[config.mk]
export PLATFORM = sky130hd
export DESIGN_NAME = sdfm_channel_q
export DESIGN_NICKNAME = d
export VERILOG_FILES = /design/src/rtl/sdfm_channel_q.sv
export SDC_FILE = /design/constraint.sdc
export NUM_CORES = 1
export LEC_CHECK = 0
export ABC_AREA = 1
export CAP_MARGIN = 5
export CORE_MARGIN = 2
export CORE_UTILIZATION = 40
export CTS_CLUSTER_SIZE = 8
export DETAILED_ROUTE_END_ITERATION = 12
export SKIP_CTS_REPAIR_TIMING = 1
export SYNTH_ARGS = -nofsm -noshare
export SYNTH_HDL_FRONTEND = slang
export SYNTH_SLANG_ARGS = --single-unit
[constraint.sdc]
create_clock -name SYSCLK -period 7.35 [get_ports SYSCLK]
set_input_delay 1.47 -clock SYSCLK [delete_from_list [all_inputs] [get_ports SYSCLK]]
set_output_delay 1.47 -clock SYSCLK [all_outputs]
set_load 0.005 [all_outputs]
[src/rtl/sdfm_channel_q.sv]
// Sigma-delta filter channel: SDCLK edge sampling, sinc1/2/3 decimation with shift and
// saturation, delivering results to an overwrite register or an acknowledge FIFO.
module sdfm_channel_q #(
  parameter int DEC_W  = 8,
  parameter int DATA_W = 16,
  parameter int DEPTH  = 4
) (
  input  logic                     SYSCLK,
  input  logic                     SYSRST,
  input  logic                     DSDIN,
  input  logic                     SDCLK,
  input  logic [DEC_W-1:0]         reg_filtdec,
  input  logic [1:0]               reg_filtmode,
  input  logic                     reg_filten,
  input  logic                     reg_filtask,
  input  logic [1:0]               reg_filtst,
  input  logic [4:0]               reg_filtsh,
  input  logic                     filt_ack,
  input  logic                     filt_ovf_clr,
  output logic [DATA_W-1:0]        filt_data_out,
  output logic                     filt_data_update,
  output logic                     filt_data_valid,
  output logic [$clog2(DEPTH):0]   filt_level,
  output logic                     filt_ovf
);

  localparam int ACC_W = 3 * DEC_W + 1;
  localparam int AW    = $clog2(DEPTH);
  localparam int LW    = AW + 1;
  localparam int EXT_W = ACC_W + DATA_W;
  localparam logic [EXT_W-1:0] SAT_MAX = (EXT_W'(1) << DATA_W) - EXT_W'(1);

  logic                 sdclk_q, sdclk_d;
  logic [ACC_W-1:0]     i1_q, i1_d, i2_q, i2_d, i3_q, i3_d;
  logic [ACC_W-1:0]     d1_q, d1_d, d2_q, d2_d, d3_q, d3_d;
  logic [DEC_W-1:0]     cnt_q, cnt_d;
  logic                 last_q, last_d;
  logic [1:0]           warm_q, warm_d;
  logic [DATA_W-1:0]    res_q, res_d;
  logic                 upd_q, upd_d;
  logic [DATA_W-1:0]    ovw_q, ovw_d;
  logic [DATA_W-1:0]    mem_q [DEPTH];
  logic [DATA_W-1:0]    mem_d [DEPTH];
  logic [AW-1:0]        rd_q, rd_d, wr_q, wr_d;
  logic [LW-1:0]        level_q, level_d;
  logic                 ovf_q, ovf_d;

  logic                 sample;
  logic [1:0]           n_ord;
  logic [ACC_W-1:0]     x_ext, comb_in, c1, c2, c3, comb_out, shifted;
  logic [EXT_W-1:0]     shifted_ext;
  logic [DATA_W-1:0]    sat_val;
  logic                 full, empty, pop, push, ovf_set;

  always_comb begin
    sdclk_d = SDCLK;
    sample  = 1'b0;
    if (reg_filten) begin
      if (reg_filtmode == 2'd0)      sample = SDCLK & ~sdclk_q;
      else if (reg_filtmode == 2'd1) sample = ~SDCLK & sdclk_q;
    end

    n_ord    = (reg_filtst == 2'd0) ? 2'd1 : (reg_filtst == 2'd1) ? 2'd2 : 2'd3;
    x_ext    = {{(ACC_W-1){1'b0}}, DSDIN};
    comb_in  = (reg_filtst == 2'd0) ? i1_q : (reg_filtst == 2'd1) ? i2_q : i3_q;
    c1       = comb_in - d1_q;
    c2       = c1 - d2_q;
    c3       = c2 - d3_q;
    comb_out = (reg_filtst == 2'd0) ? c1 : (reg_filtst == 2'd1) ? c2 : c3;
    shifted  = comb_out >> reg_filtsh;
    shifted_ext = EXT_W'(shifted);
    sat_val  = (shifted_ext > SAT_MAX) ? {DATA_W{1'b1}} : shifted_ext[DATA_W-1:0];

    i1_d = i1_q;  i2_d = i2_q;  i3_d = i3_q;
    d1_d = d1_q;  d2_d = d2_q;  d3_d = d3_q;
    cnt_d  = cnt_q;
    last_d = 1'b0;
    warm_d = warm_q;
    res_d  = res_q;
    upd_d  = 1'b0;
    ovw_d  = ovw_q;

    if (!reg_filten) begin
      i1_d = '0;  i2_d = '0;  i3_d = '0;
      d1_d = '0;  d2_d = '0;  d3_d = '0;
      cnt_d  = '0;
      warm_d = '0;
    end else begin
      // Integrators use the previous stage's old value; steady-state gain is still R^N.
      if (sample) begin
        i1_d = i1_q + x_ext;
        i2_d = i2_q + i1_q;
        i3_d = i3_q + i2_q;
        if (cnt_q == reg_filtdec) begin
          cnt_d  = '0;
          last_d = 1'b1;
        end else begin
          cnt_d = cnt_q + DEC_W'(1);
        end
      end
      if (last_q) begin
        d1_d = comb_in;
        d2_d = c1;
        d3_d = c2;
        if (warm_q < n_ord) begin
          warm_d = warm_q + 2'd1;
        end else begin
          res_d = sat_val;
          upd_d = 1'b1;
          if (!reg_filtask) ovw_d = sat_val;
        end
      end
    end
  end

  always_comb begin
    mem_d   = mem_q;
    rd_d    = rd_q;
    wr_d    = wr_q;
    level_d = level_q;
    full    = (level_q == LW'(DEPTH));
    empty   = (level_q == '0);
    pop     = 1'b0;
    push    = 1'b0;
    ovf_set = 1'b0;
    if (!reg_filtask) begin
      rd_d    = '0;
      wr_d    = '0;
      level_d = '0;
    end else begin
      pop  = filt_ack & ~empty;
      // A pop in the same cycle frees the slot, so a full FIFO can still accept the write.
      push = upd_q & (~full | pop);
      ovf_set = upd_q & full & ~pop;
      if (push) begin
        mem_d[wr_q] = res_q;
        wr_d = wr_q + AW'(1);
      end
      if (pop) rd_d = rd_q + AW'(1);
      level_d = level_q + LW'(push) - LW'(pop);
    end
    ovf_d = ovf_set | (ovf_q & ~filt_ovf_clr);
  end

  always_ff @(posedge SYSCLK) begin
    if (SYSRST) begin
      sdclk_q <= 1'b0;
      i1_q    <= '0;  i2_q <= '0;  i3_q <= '0;
      d1_q    <= '0;  d2_q <= '0;  d3_q <= '0;
      cnt_q   <= '0;
      last_q  <= 1'b0;
      warm_q  <= '0;
      res_q   <= '0;
      upd_q   <= 1'b0;
      ovw_q   <= '0;
      mem_q   <= '{default: '0};
      rd_q    <= '0;
      wr_q    <= '0;
      level_q <= '0;
      ovf_q   <= 1'b0;
    end else begin
      sdclk_q <= sdclk_d;
      i1_q    <= i1_d;  i2_q <= i2_d;  i3_q <= i3_d;
      d1_q    <= d1_d;  d2_q <= d2_d;  d3_q <= d3_d;
      cnt_q   <= cnt_d;
      last_q  <= last_d;
      warm_q  <= warm_d;
      res_q   <= res_d;
      upd_q   <= upd_d;
      ovw_q   <= ovw_d;
      mem_q   <= mem_d;
      rd_q    <= rd_d;
      wr_q    <= wr_d;
      level_q <= level_d;
      ovf_q   <= ovf_d;
    end
  end

  assign filt_data_out    = reg_filtask ? mem_q[rd_q] : ovw_q;
  assign filt_data_update = upd_q;
  assign filt_data_valid  = reg_filtask & (level_q != '0);
  assign filt_level       = level_q;
  assign filt_ovf         = ovf_q;

endmodule
==> flow_metrics.env <==
export IMPL_fin_util_pct=53.4
export IMPL_finalNetCount=3450
export IMPL_yosysTopAreaCellShare_pct=27.4
export IMPL_swShare_pct=38.8
export IMPL_crit_buf_inv=9
export IMPL_arrival_ps=7530
export IMPL_antenna_found_initial=0
export IMPL_grt_pass1_wl_mm=101
export IMPL_dp_slack_ps=-1580
export IMPL_track_usage_pct=24.5
export IMPL_synth_async_sr_flop_share_pct=0
export IMPL_pwr_share_seq_pct=23.0
export IMPL_fp_dieArea_um2=50600
export IMPL_pwr_share_clk_pct=27.7
export IMPL_drtPass1Iterations=6
export IMPL_drc=0
export IMPL_final_max_slew_viol_count=0
export IMPL_p_total_mw=6.36
export IMPL_die_y_um=225
export IMPL_power_internal_mw=3.89
export IMPL_hp_class="reg -> reg"
export IMPL_critical_path_class="in -> reg"
export IMPL_finalHoldViolCount=0
export IMPL_setup_violations_final=0
export IMPL_ant_nets=0
export IMPL_cts_buffers=41
export IMPL_worst_hold_slack_ps=454
export IMPL_setup_ws_ps=279
export IMPL_fin_crit_sh_pct=96.2
export IMPL_root_buffer="clkbuf_16"
export IMPL_clkTransAtPathRegs_ps=50
export IMPL_synth_edf_count=0
export IMPL_clock_fmax_ghz=0.141
export IMPL_drv_max_cap_violation_count=0
export IMPL_wirelength_mm=64.8
export IMPL_cts_max_level=2
export IMPL_synthDistinctLibCells=63
export IMPL_start_util_pct=40.7
export IMPL_rsz0062_at_grt="yes"
export IMPL_critPathCaptureType="flip-flop"
export IMPL_rows=80
export IMPL_path_max_fanout=8
export IMPL_num_vias=20900
export IMPL_skew_ps=39.2
export IMPL_antenna_cells=0
export IMPL_ys_seq_area_share_pct=27.4
export IMPL_worst_path_dominant_cell_family="simple AND/OR/NAND/NOR gates"
export IMPL_yosysTopAreaCell="dfxtp_1"
export IMPL_grt_max_degree=111
export IMPL_wire_per_inst_um=16.5
export IMPL_share_comb_of_total_power_pct=49.3
export IMPL_synthTopCellsByCount="nand2_1 (532), inv_1 (427), a21oi_1 (362)"
export IMPL_cts_sinks=267
export IMPL_hpwl_mm=47.2
export IMPL_worst_skew_pair_late_latency_ps=590
export IMPL_synth_flop_cell="dfxtp_1"
export IMPL_outcome="finished, final reports clean"
export IMPL_critical_path_max_stage_delay_ps=360
export IMPL_yosys_warnings=0
export IMPL_slew_limit_headroom_pct=13.8
export IMPL_ir_drop_v=0.000164
export IMPL_core_um2=47900
export IMPL_cts_tree="done"
export IMPL_ios=47
export IMPL_cp_slowest_cell="fa_2"
export IMPL_cp_required_ps=7810
export IMPL_tns_ps=0
export IMPL_p_switching_mw=2.47
export IMPL_fin_crit_ps=7070
export IMPL_syn_area_per_cell_um2=6.54
export IMPL_ys_seq_elements=267
export IMPL_gp_congestion=0.943
export IMPL_synth_area_top_cells="dfxtp_1 (27%), nand2_1 (10%), a21oi_1 (9.3%), ha_1 (8.3%), inv_1 (8.2%)"
export IMPL_start_kind="input port"
export IMPL_areaGrowthSynthToFinish_pct=31.1
export IMPL_worst_slew_pin_slew_ps=1290
export IMPL_grt_pass1_vias=19600
export IMPL_grt_overflow=0
export IMPL_avgViaCountPerCell=5.33
export IMPL_cpMostUsedCell="nand2_2"
export IMPL_leakage_nw=11.4
export IMPL_drive_above_1_share_pct=22.2
export IMPL_synth_most_common_cell="nand2_1"
export IMPL_drtIter0Drc=1355
export IMPL_io_buffer_count=46
export IMPL_syn_nets=3146
export IMPL_synthCells=2985
export IMPL_die_w_um=225
export IMPL_syn_area_um2=19500
export IMPL_power_density_nw_per_um2=248
export IMPL_clk_path_buf_depth=3
worst min-delay path: cells and delay by family (launching register included):
kind	cells	cell delay [ps]
AOI/OAI and AO/OA	1	50
buffers and inverters	1	60
DFF	1	290
metrics by stage:
stage,instance area (um^2),cells
floorplan,19500,2985
global placement,22600,3823
detailed placement,22600,3823
CTS,23700,3877
global route,25600,3915
finish,25600,3915
cell type report:
type                       instances  area, um^2
clock buffer                      48        1080
inverter                         437        1650
tap                              615         769
fill                            4650       22300
clock inverter                     6        77.6
sequential                       267        5350
timing repair buffer             388        3140
multi-input combinational       2154       13500
cell usage in the layout (no fill, tap or decap), types with 44 or more instances in the layout:
master and instances:
nand4_1 59, a21oi_1 323, dfxtp_1 267, clkdlybuf4s50_1 44, inv_1 413, xor2_1 51
nand3_1 190, nand2_1 475, nor2_1 181, nand2_2 54, buf_4 328, o21ai_0 240
ha_1 98
state kept, by name (all words and copies together), names as in the netlist, 3 cells and up:
signal and cells:
i3_q 25, d2_q 25, i1_q 25, res_q 16, d1_q 25, cnt_q 8
mem_q 64, d3_q 25, ovw_q 16, filt_level 3, i2_q 25
per-layer routing:
layer | GRT usage [%] | wire length [um]
met5 | 0 | 0
met3 | 2.61 | 3010
met2 | 43.6 | 31800
met4 | 6.49 | 1420
met1 | 31.5 | 28500
logic make-up after synthesis:
group	count (synthesis)	synth area share (%)
simple gates	1125	25.8
fa+ha+maj	136	8.94
compound gates	797	22.4
flops	267	27.4
buf+inv	566	11.2
mux	1	0.0512
xor+xnor	93	4.21
path summary, 6_finish.rpt:
path / from / end / slack (ps) / depth (start not counted)
setup reg to reg: i1_q[1]$_SDFFE_PP0P_ / res_q[1]$_SDFFE_PP0P_ / 1200 / 42
hold / removal: mem_q[17]$_SDFFE_PP0P_ / mem_q[17]$_SDFFE_PP0P_ / 450 / 2
setup / recovery: reg_filtst[1] / res_q[1]$_SDFFE_PP0P_ / 280 / 45
hold reg to reg: mem_q[17]$_SDFFE_PP0P_ / mem_q[17]$_SDFFE_PP0P_ / 450 / 2
power by group through the flow:
stage / Clock (mW) / Sequential, mW / Combinational, mW
5_1_grt: 1.85 / 1.46 / 3.42
6_report: 1.76 / 1.46 / 3.14
4_1_cts: 1.80 / 1.46 / 2.59
3_3_place_gp: 0 / 1.49 / 2.58
3_5_place_dp: 0 / 1.49 / 2.58
2_1_floorplan: 0 / 1.49 / 1.45
Power figures use the tool's default switching activity.
